<file path="config.mk">
export PLATFORM = sky130hd
export DESIGN_NAME = ahblite_decoder_mux
export DESIGN_NICKNAME = d
export VERILOG_FILES = /design/src/rtl/ahblite_pkg.sv /design/src/rtl/ahblite_default_slave.sv /design/src/rtl/ahblite_decoder_mux.sv
export SDC_FILE = /design/constraint.sdc
export NUM_CORES = 1
export LEC_CHECK = 0
export BUFFER_PORTS_ARGS = -buffer_cell sky130_fd_sc_hd__buf_2
export CAP_MARGIN = 20
export CORE_AREA = 2 2 81 83
export CTS_CLUSTER_DIAMETER = 150
export DETAILED_ROUTE_END_ITERATION = 16
export DIE_AREA = 0 0 83 85
export PLACE_DENSITY_LB_ADDON = 0.1
export SLEW_MARGIN = 0
export SYNTH_ARGS = -nofsm -noshare
export SYNTH_HDL_FRONTEND = slang
export SYNTH_SLANG_ARGS = --single-unit
</file>
<file path="constraint.sdc">
create_clock -name HCLK -period 2.8 [get_ports HCLK]
set_clock_uncertainty 0.05 [all_clocks]
set_input_delay 0.14 -clock HCLK [delete_from_list [all_inputs] [get_ports HCLK]]
set_output_delay 0.14 -clock HCLK [all_outputs]
set_load 0.1 [all_outputs]
</file>
<file path="src/rtl/ahblite_pkg.sv">
// ahblite_pkg
//   Shared definitions for the AHB-Lite decoder/mux slice: slave count,
//   default region nibbles, data-phase select encoding and the default-slave
//   state encoding.
package ahblite_pkg;

  localparam int NUM_SLAVES = 4;

  // Default HADDR[31:28] match values: code RAM, data RAM, peripherals, spare.
  localparam logic [3:0] S0_NIB_DEF = 4'h0;
  localparam logic [3:0] S1_NIB_DEF = 4'h2;
  localparam logic [3:0] S2_NIB_DEF = 4'h4;
  localparam logic [3:0] S3_NIB_DEF = 4'h5;

  // Low two bits of SEL_S0..SEL_S3 double as the slave index.
  typedef enum logic [2:0] {
    SEL_S0  = 3'd0,
    SEL_S1  = 3'd1,
    SEL_S2  = 3'd2,
    SEL_S3  = 3'd3,
    SEL_DEF = 3'd4
  } sel_t;

  typedef enum logic [1:0] {
    DS_OK   = 2'd0,
    DS_ERR1 = 2'd1,
    DS_ERR2 = 2'd2
  } ds_state_t;

endpackage

</file>
<file path="src/rtl/ahblite_default_slave.sv">
// ahblite_default_slave
//   Answers transfers to unmapped addresses. IDLE/BUSY complete as a
//   zero-wait OKAY; NONSEQ/SEQ get the two-cycle AHB ERROR response.
//
//   HCLK, HRESETn   clock, async active-low reset
//   HSEL            address-phase decode selected the default region
//   HTRANS          master transfer type
//   HREADY          bus-wide ready (address phase accepted when high)
//   HREADYOUT       ready driven while the default slave owns the data phase
//   HRESP           response driven while the default slave owns the data phase
//
//   state   | meaning
//   DS_OK   | idle / OKAY, HREADYOUT=1 HRESP=0
//   DS_ERR1 | first ERROR cycle, HREADYOUT=0 HRESP=1
//   DS_ERR2 | second ERROR cycle, HREADYOUT=1 HRESP=1
module ahblite_default_slave
  import ahblite_pkg::*;
(
  input  logic       HCLK,
  input  logic       HRESETn,
  input  logic       HSEL,
  input  logic [1:0] HTRANS,
  input  logic       HREADY,
  output logic       HREADYOUT,
  output logic       HRESP
);

  ds_state_t state;

  // Only HTRANS[1] distinguishes an active transfer from IDLE/BUSY.
  logic unused_htrans;
  assign unused_htrans = HTRANS[0];

  always_ff @(posedge HCLK or negedge HRESETn) begin
    if (!HRESETn) begin
      state     <= DS_OK;
      HREADYOUT <= 1'b1;
      HRESP     <= 1'b0;
    end else begin
      case (state)
        DS_OK: begin
          if (HREADY && HSEL && HTRANS[1]) begin
            state     <= DS_ERR1;
            HREADYOUT <= 1'b0;
            HRESP     <= 1'b1;
          end
        end
        DS_ERR1: begin
          state     <= DS_ERR2;
          HREADYOUT <= 1'b1;
          HRESP     <= 1'b1;
        end
        DS_ERR2: begin
          // HREADY is high here, so the next address phase is always taken.
          if (HSEL && HTRANS[1]) begin
            state     <= DS_ERR1;
            HREADYOUT <= 1'b0;
            HRESP     <= 1'b1;
          end else begin
            state     <= DS_OK;
            HREADYOUT <= 1'b1;
            HRESP     <= 1'b0;
          end
        end
        default: begin
          state     <= DS_OK;
          HREADYOUT <= 1'b1;
          HRESP     <= 1'b0;
        end
      endcase
    end
  end

endmodule

</file>
<file path="src/rtl/ahblite_decoder_mux.sv">
// ahblite_decoder_mux
//   Single-master AHB-Lite address decoder and slave response multiplexer
//   for four slaves plus an internal default slave.
//
//   HCLK, HRESETn   clock, async active-low reset
//   HADDR, HTRANS   master address phase
//   HSEL_S          one-hot slave select (combinational on HADDR[31:28])
//   HREADYOUT_S     per-slave ready
//   HRESP_S         per-slave response
//   HRDATA_S        per-slave read data, slave n on [32n+31:32n]
//   HREADY          muxed ready to master and all slaves
//   HRESP, HRDATA   muxed response and read data to master
module ahblite_decoder_mux
  import ahblite_pkg::*;
#(
  parameter logic [3:0] S0_NIB = S0_NIB_DEF,
  parameter logic [3:0] S1_NIB = S1_NIB_DEF,
  parameter logic [3:0] S2_NIB = S2_NIB_DEF,
  parameter logic [3:0] S3_NIB = S3_NIB_DEF
) (
  input  logic                     HCLK,
  input  logic                     HRESETn,
  input  logic [31:0]              HADDR,
  input  logic [1:0]               HTRANS,
  output logic [NUM_SLAVES-1:0]    HSEL_S,
  input  logic [NUM_SLAVES-1:0]    HREADYOUT_S,
  input  logic [NUM_SLAVES-1:0]    HRESP_S,
  input  logic [32*NUM_SLAVES-1:0] HRDATA_S,
  output logic                     HREADY,
  output logic                     HRESP,
  output logic [31:0]              HRDATA
);

  sel_t       dec_sel;
  sel_t       sel_q;
  logic [1:0] sel_idx;
  logic       ds_hreadyout;
  logic       ds_hresp;

  // Regions are 256 MB, so only the top nibble takes part in decode.
  logic unused_haddr;
  assign unused_haddr = ^HADDR[27:0];

  // Priority chain: with duplicate nibbles the lowest index wins.
  always_comb begin
    dec_sel = SEL_DEF;
    if      (HADDR[31:28] == S0_NIB) dec_sel = SEL_S0;
    else if (HADDR[31:28] == S1_NIB) dec_sel = SEL_S1;
    else if (HADDR[31:28] == S2_NIB) dec_sel = SEL_S2;
    else if (HADDR[31:28] == S3_NIB) dec_sel = SEL_S3;
  end

  always_comb begin
    HSEL_S = '0;
    if (dec_sel != SEL_DEF) HSEL_S[dec_sel[1:0]] = 1'b1;
  end

  always_ff @(posedge HCLK or negedge HRESETn) begin
    if (!HRESETn)    sel_q <= SEL_DEF;
    else if (HREADY) sel_q <= dec_sel;
  end

  assign sel_idx = sel_q[1:0];

  always_comb begin
    HREADY = ds_hreadyout;
    HRESP  = ds_hresp;
    HRDATA = '0;
    if (sel_q != SEL_DEF) begin
      HREADY = HREADYOUT_S[sel_idx];
      HRESP  = HRESP_S[sel_idx];
      HRDATA = HRDATA_S[{sel_idx, 5'b0} +: 32];
    end
  end

  ahblite_default_slave u_default_slave (
    .HCLK      (HCLK),
    .HRESETn   (HRESETn),
    .HSEL      (dec_sel == SEL_DEF),
    .HTRANS    (HTRANS),
    .HREADY    (HREADY),
    .HREADYOUT (ds_hreadyout),
    .HRESP     (ds_hresp)
  );

endmodule
</file>
# Word-level counts from Yosys, hierarchy flattened
# Index checks and enable logic that the tools add are counted.
[totals]
reg_bits = 7
input_bits = 172
out_inout_bits = 38
elab_cells = 46
[classes]
shift = 1
reduce_logical = 6
order_cmp = 3
muxes = 23
n_eq_ne = 9
[op_table]
columns = ["cell", "n"]
rows = [
  ["variable part select 128 x 8 -> 32 bit", 1],
  ["2-to-1 mux 32 bit", 1],
  ["2-to-1 mux 3 bit", 4],
  ["2-to-1 mux 1 bit", 10],
  ["equality test 4 x 3 -> 1 bit (second input constant)", 2],
  ["< comparator 2 x 3 -> 1 bit (second input constant)", 2],
  ["!= test 3 bit (second input constant)", 2],
  ["one-hot mux 2 bit (3 select lines)", 1],
  ["binary-select mux 1 bit (select 2 bit)", 2],
  ["equality test 4 x 2 -> 1 bit (second input constant)", 1],
  ["logical AND 1 bit", 4],
  ["logical NOT 4 bit", 1],
  ["2-to-1 mux 4 bit", 1],
  ["equality test 3 bit (second input constant)", 1],
  ["one-hot mux 1 bit (3 select lines)", 1],
  ["demux 1 bit (select 2 bit)", 1],
  ["equality test 2 x 1 -> 1 bit (second input constant)", 1],
  ["equality test 2 bit (second input constant)", 1],
  ["greater-or-equal comparator 2 x 1 -> 1 bit (second input constant)", 1],
  ["logical NOT 2 bit", 1],
  ["2-to-1 mux 2 bit", 1],
  ["!= test 2 x 1 -> 1 bit (second input constant)", 1],
  ["one-hot mux 1 bit (2 select lines)", 1],
]

# Longest topological paths before layout
# Gate-level depths: netlist of the first run.
[logic_depth]
depth_word = 10
depth_mapped = 6

# Modules after synthesis
# Synthesis of the first run repeated with hierarchy kept, for this count alone.
[unflattened]
cells_unflattened = 160
area_unflattened_um2 = 1351.3
[modules_own_cells]
columns = ["mod", "area_each_um2", "n_inst", "cells_each"]
rows = [
  ["ahblite_decoder_mux", 1198.6, 1, 146],
  ["ahblite_default_slave", 152.6, 1, 14],
]

# Worst setup path after synthesis of the first run
# No wires, ideal clock.
[synth_timing]
path_type = "input -> output"
startpoint = "input port HADDR[30]"
endpoint = "output port HSEL_S[1]"
cell_stages = 2
slack_ns = -0.801
arrival_ns = 3.411
path_cell_list = "clkbuf_1 > nor4b_1"
[synth_via]
elab_chain_len = 10
elab_cells_between_ends = 15
cone_classes = "2 x order compare; 4 x eq/ne; 7 x mux; 2 x reduce/logical"
[synth_lines]
columns = ["item", "line", "source"]
rows = [
  ["from (decl)", "ahblite_decoder_mux.sv:23", "input logic [31:0] HADDR,"],
  ["equality test 4 x 3 -> 1 bit", "ahblite_decoder_mux.sv:50", "else if (HADDR[31:28] == S3_NIB) dec_sel = SEL_S3;"],
  ["2-to-1 mux 3 bit", "ahblite_decoder_mux.sv:50", ""],
  ["2-to-1 mux 3 bit", "ahblite_decoder_mux.sv:49", "else if (HADDR[31:28] == S2_NIB) dec_sel = SEL_S2;"],
  ["2-to-1 mux 3 bit", "ahblite_decoder_mux.sv:48", "else if (HADDR[31:28] == S1_NIB) dec_sel = SEL_S1;"],
  ["2-to-1 mux 3 bit (*)", "ahblite_decoder_mux.sv:47", "if (HADDR[31:28] == S0_NIB) dec_sel = SEL_S0;"],
  ["< comparator 2 x 3 -> 1 bit (implied by the code) or greater-or-equal comparator 2 x 1 -> 1 bit (tied branches)", "ahblite_decoder_mux.sv:55", "if (dec_sel != SEL_DEF) HSEL_S[dec_sel[1:0]] = 1'b1;"],
  ["logical AND 1 bit (implied by the code)", "ahblite_decoder_mux.sv:55", ""],
  ["2-to-1 mux 1 bit (implied by the code)", "ahblite_decoder_mux.sv:55", ""],
  ["demux 1 bit (select 2 bit)", "ahblite_decoder_mux.sv:55", ""],
  ["2-to-1 mux 4 bit (*)", "ahblite_decoder_mux.sv:55", ""],
  ["to (decl)", "ahblite_decoder_mux.sv:25", "output logic [NUM_SLAVES-1:0] HSEL_S,"],
]
# Every way passes the cells marked *; elsewhere a longest branch is shown, timed or not.

# Worst setup path in the final report of the first run
[layout_timing]
startpoint = "register sel_q[0]"
endpoint = "output port HRDATA[6]"
[layout_via]
elab_chain_len = 2
elab_cells_between_ends = 3
cone_classes = "1 x eq/ne; 1 x shift; 1 x mux"
[layout_lines]
columns = ["item", "line", "source"]
rows = [
  ["from (decl)", "ahblite_decoder_mux.sv:35", "sel_t sel_q;"],
  ["from (signal assigned)", "ahblite_decoder_mux.sv:60", "else if (HREADY) sel_q <= dec_sel;"],
  ["variable part select 128 x 8 -> 32 bit or != test 3 bit (tied branches)", "ahblite_decoder_mux.sv:72, ahblite_decoder_mux.sv:69", ""],
  ["2-to-1 mux 32 bit (*)", "ahblite_decoder_mux.sv:69", "if (sel_q != SEL_DEF) begin"],
  ["to (decl)", "ahblite_decoder_mux.sv:31", "output logic [31:0] HRDATA"],
]
# Marked as above.

==> impl_metrics.ini, run 1 <==
[status]
outcome = finished, final reports clean

[layout]
n_antenna_cell = 0
multiInputGateArea_um2 = 1050
final_nets = 501
seq_area_um2 = 180
drive_gt1_share_pct = 61.9
area_growth_pct = 103
fillers = 623

[placed_design]
port_buffers = 180
routabilityCongestion = 0.709
dp_hpwl_um = 4660
dp_worst_setup_slack_ps = 760

[drt]
drc = 0
drt_first_pass_iters = 4
routed_wl_um = 5920
ant_nets = 0
dr.first_iter.drc_count = 59
wire_per_inst_um = 14.6
vias = 1946
vias_per_cell = 4.80

[die]
die_w_um = 83
start_util_pct = 20.9
io_pins = 210
rows = 29
dieArea_um2 = 7060
fp.dieH_um = 85
core_um2 = 6200

[timing]
report.final.hold_viol_count = 0
setup_ws_ps = 518
tns_ps = 0
holdWs_ps = 131
slew_viol_final = 0
rsz0062_at_grt = false
setup_viol = 0
tightest_slew_ps = 818
fmax_mhz = 438
finalCriticalPeriod_ps = 2280
fin_crit_sh_pct = 81.5
max-slew-margin-rel_pct = 45.5

[worst_setup_path]
cp_cell_sequence = buf_4 > a221oi_1 > a21oi_1 > buf_12
cp_slowest_cell = dfrtp_2
required_ps = 2610
timing.rr.end = u_default_slave.HRESP
crit_fanout = 46
worstSetupPathType = flop to output port
path_buf_inv = 2
start_kind = flop
critical_path.top_delay_family = flip-flops
r2r_start = sel_q[2]
rrSetupSlack_ps = 870
end_kind = output port
max_stage_delay_ps = 900
rr_worst_depth = 4
arrival_ps = 2090

[global_route]
grt_first_pass_wirelength_um = 9230
grt_max_degree = 72
grt_pass1_vias = 1842
globalRouteOverflowTotal = 0
antenna_found_initial = 0
gr-usage-all-layers_pct = 15.6

[yosys]
seq_area_frac_synth_pct = 13.7
ys_warn_count = 0
synth_top_area_share_pct = 25.4
syn_inst = 160
synth_area_um2 = 1300
synthTopCellsByArea = mux2i_1, a221oi_1, a21oi_1
synth_cell_types = 31
ys_seq_elements = 7
syn_nets = 332
syn_avg_cell_area_um2 = 8.12
yosysTopAreaCell = mux2i_1

[cts]
numCtsBuffers = 3
clock_latency_ps = 230
cts_tree = yes
cts_sinks = 7
h-tree-depth = 1
clk_path_buf_depth = 2
clkTransAtPathRegs_ps = 40
root_buffer = clkbuf_8

[min_path]
whs_path_depth = 3
hp-class = primary input to flop
holdPathEnd = u_default_slave.state[0]
worstHoldStart = HTRANS[1]

[flow_run]
drv_cap = 0

[power]
vdd_drop_max_mv = 0.901
power-per-cell-area_nw_per_um2 = 1530
p_leak_nw = 1.27
[tightest hold or removal path, delay by kind of cell]
kind	cells	cell delay [ps]
buffers and inverters	1	100
AO/OA/AOI/OAI	1	70
AND/OR/NAND/NOR	1	50
[final cells by class]
type,count,area share [%]
timing repair buffer,184,47.8
tap,77,3.65
sequential,7,6.83
clock buffer,4,1.71
inverter,2,0.285
multi-input combinational,131,39.7
[how the worst max path moves through the flow]
stage	from	to	slack, ps	cells past startpoint
2_1_floorplan	sel_q[1]	HRDATA[0]	6	5
3_3_place_gp	sel_q[0]	HRDATA[16]	800	4
3_5_place_dp	sel_q[0]	HRDATA[6]	760	4
4_1_cts	sel_q[0]	HRDATA[6]	520	4
5_1_grt	sel_q[0]	HRDATA[17]	380	4
6_report	sel_q[0]	HRDATA[6]	520	4
[through the flow]
step	instances	utilization (%)	cell area, um^2	power, mW
4_1_cts	405	42.5	2640	4.05
3_3_place_gp	400	41.6	2580	3.90
3_5_place_dp	400	41.6	2580	3.91
5_1_grt	405	42.5	2640	4.18
2_1_floorplan	160	-	1310	2.81
6_report	405	42.5	2640	4.02
[metal layers]
| layer | GRT usage (%) | up-vias | part of all wire (%) |
|---|---|---|---|
| met3 | 2.33 | 5 | 6.1 |
| met5 | 0 | - | 0 |
| li1 | - | 995 | - |
| met4 | 3.13 | 0 | 0.64 |
| met1 | 20.3 | 863 | 43 |
| met2 | 27.5 | 83 | 50 |
[kinds of logic after synthesis]
logic type	synth area share, %
buffers and inverters	6.84
AND/OR/NAND/NOR	7.90
multiplexers	31.8
AO/OA/AOI/OAI	39.8
flip-flops	13.7
[state kept, by name (all words and copies together), names as in the netlist]
register,count
sel_q,3
u_default_slave.HREADYOUT,1
u_default_slave.HRESP,1
u_default_slave.state,2
[cells in the mapped netlist]
master,n
nand2_1,2
mux2_4,1
a221oi_1,31
clkbuf_1,14
nor4b_1,1
mux2i_1,33
mux2_2,2
a21o_1,1
a21oi_1,34
a32o_2,1
mux4_2,2
nor2b_1,2
buf_2,5
and2b_2,1
nor4_1,1
dfrtp_1,5
inv_1,2
dfstp_2,2
o22ai_1,1
o31a_1,1
o21ai_0,1
or2_2,1
or3b_2,1
a22oi_1,1
o211ai_1,1
nor2_1,8
buf_1,1
nand3b_1,1
o221ai_2,1
and3_1,1
a31oi_1,1
[report_power, final]
group,internal (mW),switching (mW)
clock network,0.0983,0.0414
logic,1.08,2.57
registers,0.150,0.0844
total,1.33,2.69
[layout by cell type, fill, tap and decap left out, types with 3 or more instances in the layout]
master and count:
buf_2 159, a21oi_1 34, mux2i_1 33, a221oi_1 31
buf_12 22, nor2_1 7, clkbuf_8 3, dfrtp_1 3
[repair_timing]
action / CTS / global route
buffers inserted: 0 / 0
hold buffers: 1 / 0
hold endpoints to repair: 7 / 0
resized for setup: 0 / 0
Note: power is estimated with default switching activity, not from simulation.
==> run 2: changes to the inputs <==
clock period = 2 ns   (was 2.8 ns; I/O delays follow)
==> run 2 against run 1 <==
Net effect:
- the flow now finishes with violations (negative setup slack)
- non-clock buffer count up 14
- first-iteration DRC count is 58% lower
- combinational power up 72%
==> impl_metrics.ini, run 2 (synthesis results as in run 1) <==
[status]
outcome = complete, but fails checks
violations = negative setup slack

[power]
vdd_drop_max_mv = 1.39
p_leak_nw = 1.43
power-per-cell-area_nw_per_um2 = 2090

[layout]
final_cells = 420
post-route-util_pct = 52.2
final_nets = 516
area_growth_pct = 149
largest_register = sel_q
largest_reg_flops = 3
final_area_um2 = 3240
fillers = 584
n_antenna_cell = 0
final_cell_mix = buf_2, buf_12, mux2i_1, a221oi_1, a21oi_2
drive_gt1_share_pct = 74.6
final_common_cell = buf_2
reg_top3 = sel_q: 3 flops, u_default_slave.state: 2 flops

[worst_setup_path]
r2r_start = sel_q[2]
max_stage_delay_ps = 550
required_ps = 1850
start_kind = flop
rr_worst_depth = 5
rrSetupSlack_ps = 10
crit_fanout = 4
timing.rr.end = u_default_slave.HRESP
end_kind = output port
worstSetupPathType = flop to output port
arrival_ps = 1900
cp_slowest_cell = mux4_2
cp_cell_sequence = buf_6 > mux2_4 > mux4_2 > buf_12

[global_route]
grt_pass1_vias = 2048
grt_max_degree = 39
globalRouteOverflowTotal = 0
grt_first_pass_wirelength_um = 9950
antenna_found_initial = 0
gr-usage-all-layers_pct = 16.8

[die]
fp.dieH_um = 85
dieArea_um2 = 7060
rows = 29
io_pins = 210
die_w_um = 83
core_um2 = 6200
start_util_pct = 20.9

[drt]
vias = 2116
ant_nets = 0
drt_first_pass_iters = 4
wire_per_inst_um = 15.4
routed_wl_um = 6460
vias_per_cell = 5.04
drc = 0
dr.first_iter.drc_count = 25

[flow_run]
drv_cap = 0

[min_path]
holdPathEnd = u_default_slave.state[0]
whs_path_depth = 3
worstHoldStart = HTRANS[1]
hp-class = primary input to flop

[placed_design]
dp_hpwl_um = 5120
port_buffers = 180
routabilityCongestion = 0.734
dpl-instance-area_um2 = 3020
dp_cells = 408

[timing]
holdWs_ps = 95.6
setup_ws_ps = -52.0
finalCriticalPeriod_ps = 2050
tightest_slew_ps = 545
max-slew-margin-rel_pct = 63.6
fin_crit_sh_pct = 103
slew_viol_final = 0
fmax_mhz = 487
setup_viol = 2
report.final.hold_viol_count = 0
rsz0062_at_grt = true

[cts]
clkTransAtPathRegs_ps = 40
cts_tree = yes
root_buffer = clkbuf_8
clock_latency_ps = 220
cts_sinks = 7
numCtsBuffers = 3
h-tree-depth = 1
clk_path_buf_depth = 2
-- run 2: report_power, final --
group | switching (mW) | internal (mW)
sequential | 0.0839 | 0.214
clock | 0.0581 | 0.138
combinational | 3.98 | 2.31
total | 4.12 | 2.66
-- run 2: worst max path at each step --
stage,depth (start not counted),start,end,slack (ps)
finish,4,sel_q[2],HREADY,-50
global route,4,sel_q[2],HREADY,-90
CTS,4,sel_q[2],HREADY,-60
detailed placement,5,sel_q[1],HRDATA[6],-90
global placement,5,sel_q[1],HRDATA[6],-80
floorplan,4,sel_q[2],u_default_slave.HRESP,-170
-- run 2: area by class of cell --
class                      instances  area (um^2)  share of cell area [%]
multi-input combinational        132         1280                    39.4
tap                               77         96.3                    2.98
sequential                         7          183                    5.64
clock buffer                       4         45.0                    1.39
timing repair buffer             198         1630                    50.3
inverter                           2         7.51                   0.232
-- run 2: critical path: cells and delay by family (launching register included) --
kind | cells | cell delay [ps]
mux | 2 | 840
buf+inv | 2 | 300
flops | 1 | 540
-- run 2: routing by layer --
layer | global-route usage, % | wire, um
met1 | 20.5 | 2530
met2 | 31.2 | 3360
met3 | 2.92 | 495
met4 | 3.28 | 73
met5 | 0 | 0
-- run 2: metrics by stage --
| step | setup WS, ps | total power [mW] | setup TNS [ps] |
|---|---|---|---|
| after floorplan | -172 | 4.20 | -4760 |
| after global placement | -76.5 | 6.31 | -947 |
| after detailed placement | -88.2 | 6.32 | -948 |
| after CTS | -64.2 | 6.66 | -171 |
| after global routing | -87.6 | 7.03 | -414 |
| final | -52.0 | 6.78 | -82.5 |
-- run 2: timing repair --
| item | 4_1_cts | 5_1_grt |
|---|---|---|
| cloned | 0 | 2 |
| pin swaps | 0 | 1 |
| hold buffers | 1 | 0 |
| setup endpoints to repair | 35 | 38 |
| setup buffers | 2 | 3 |
| endpoints found under the hold margin | 7 | 0 |
| resized for setup | 11 | 11 |
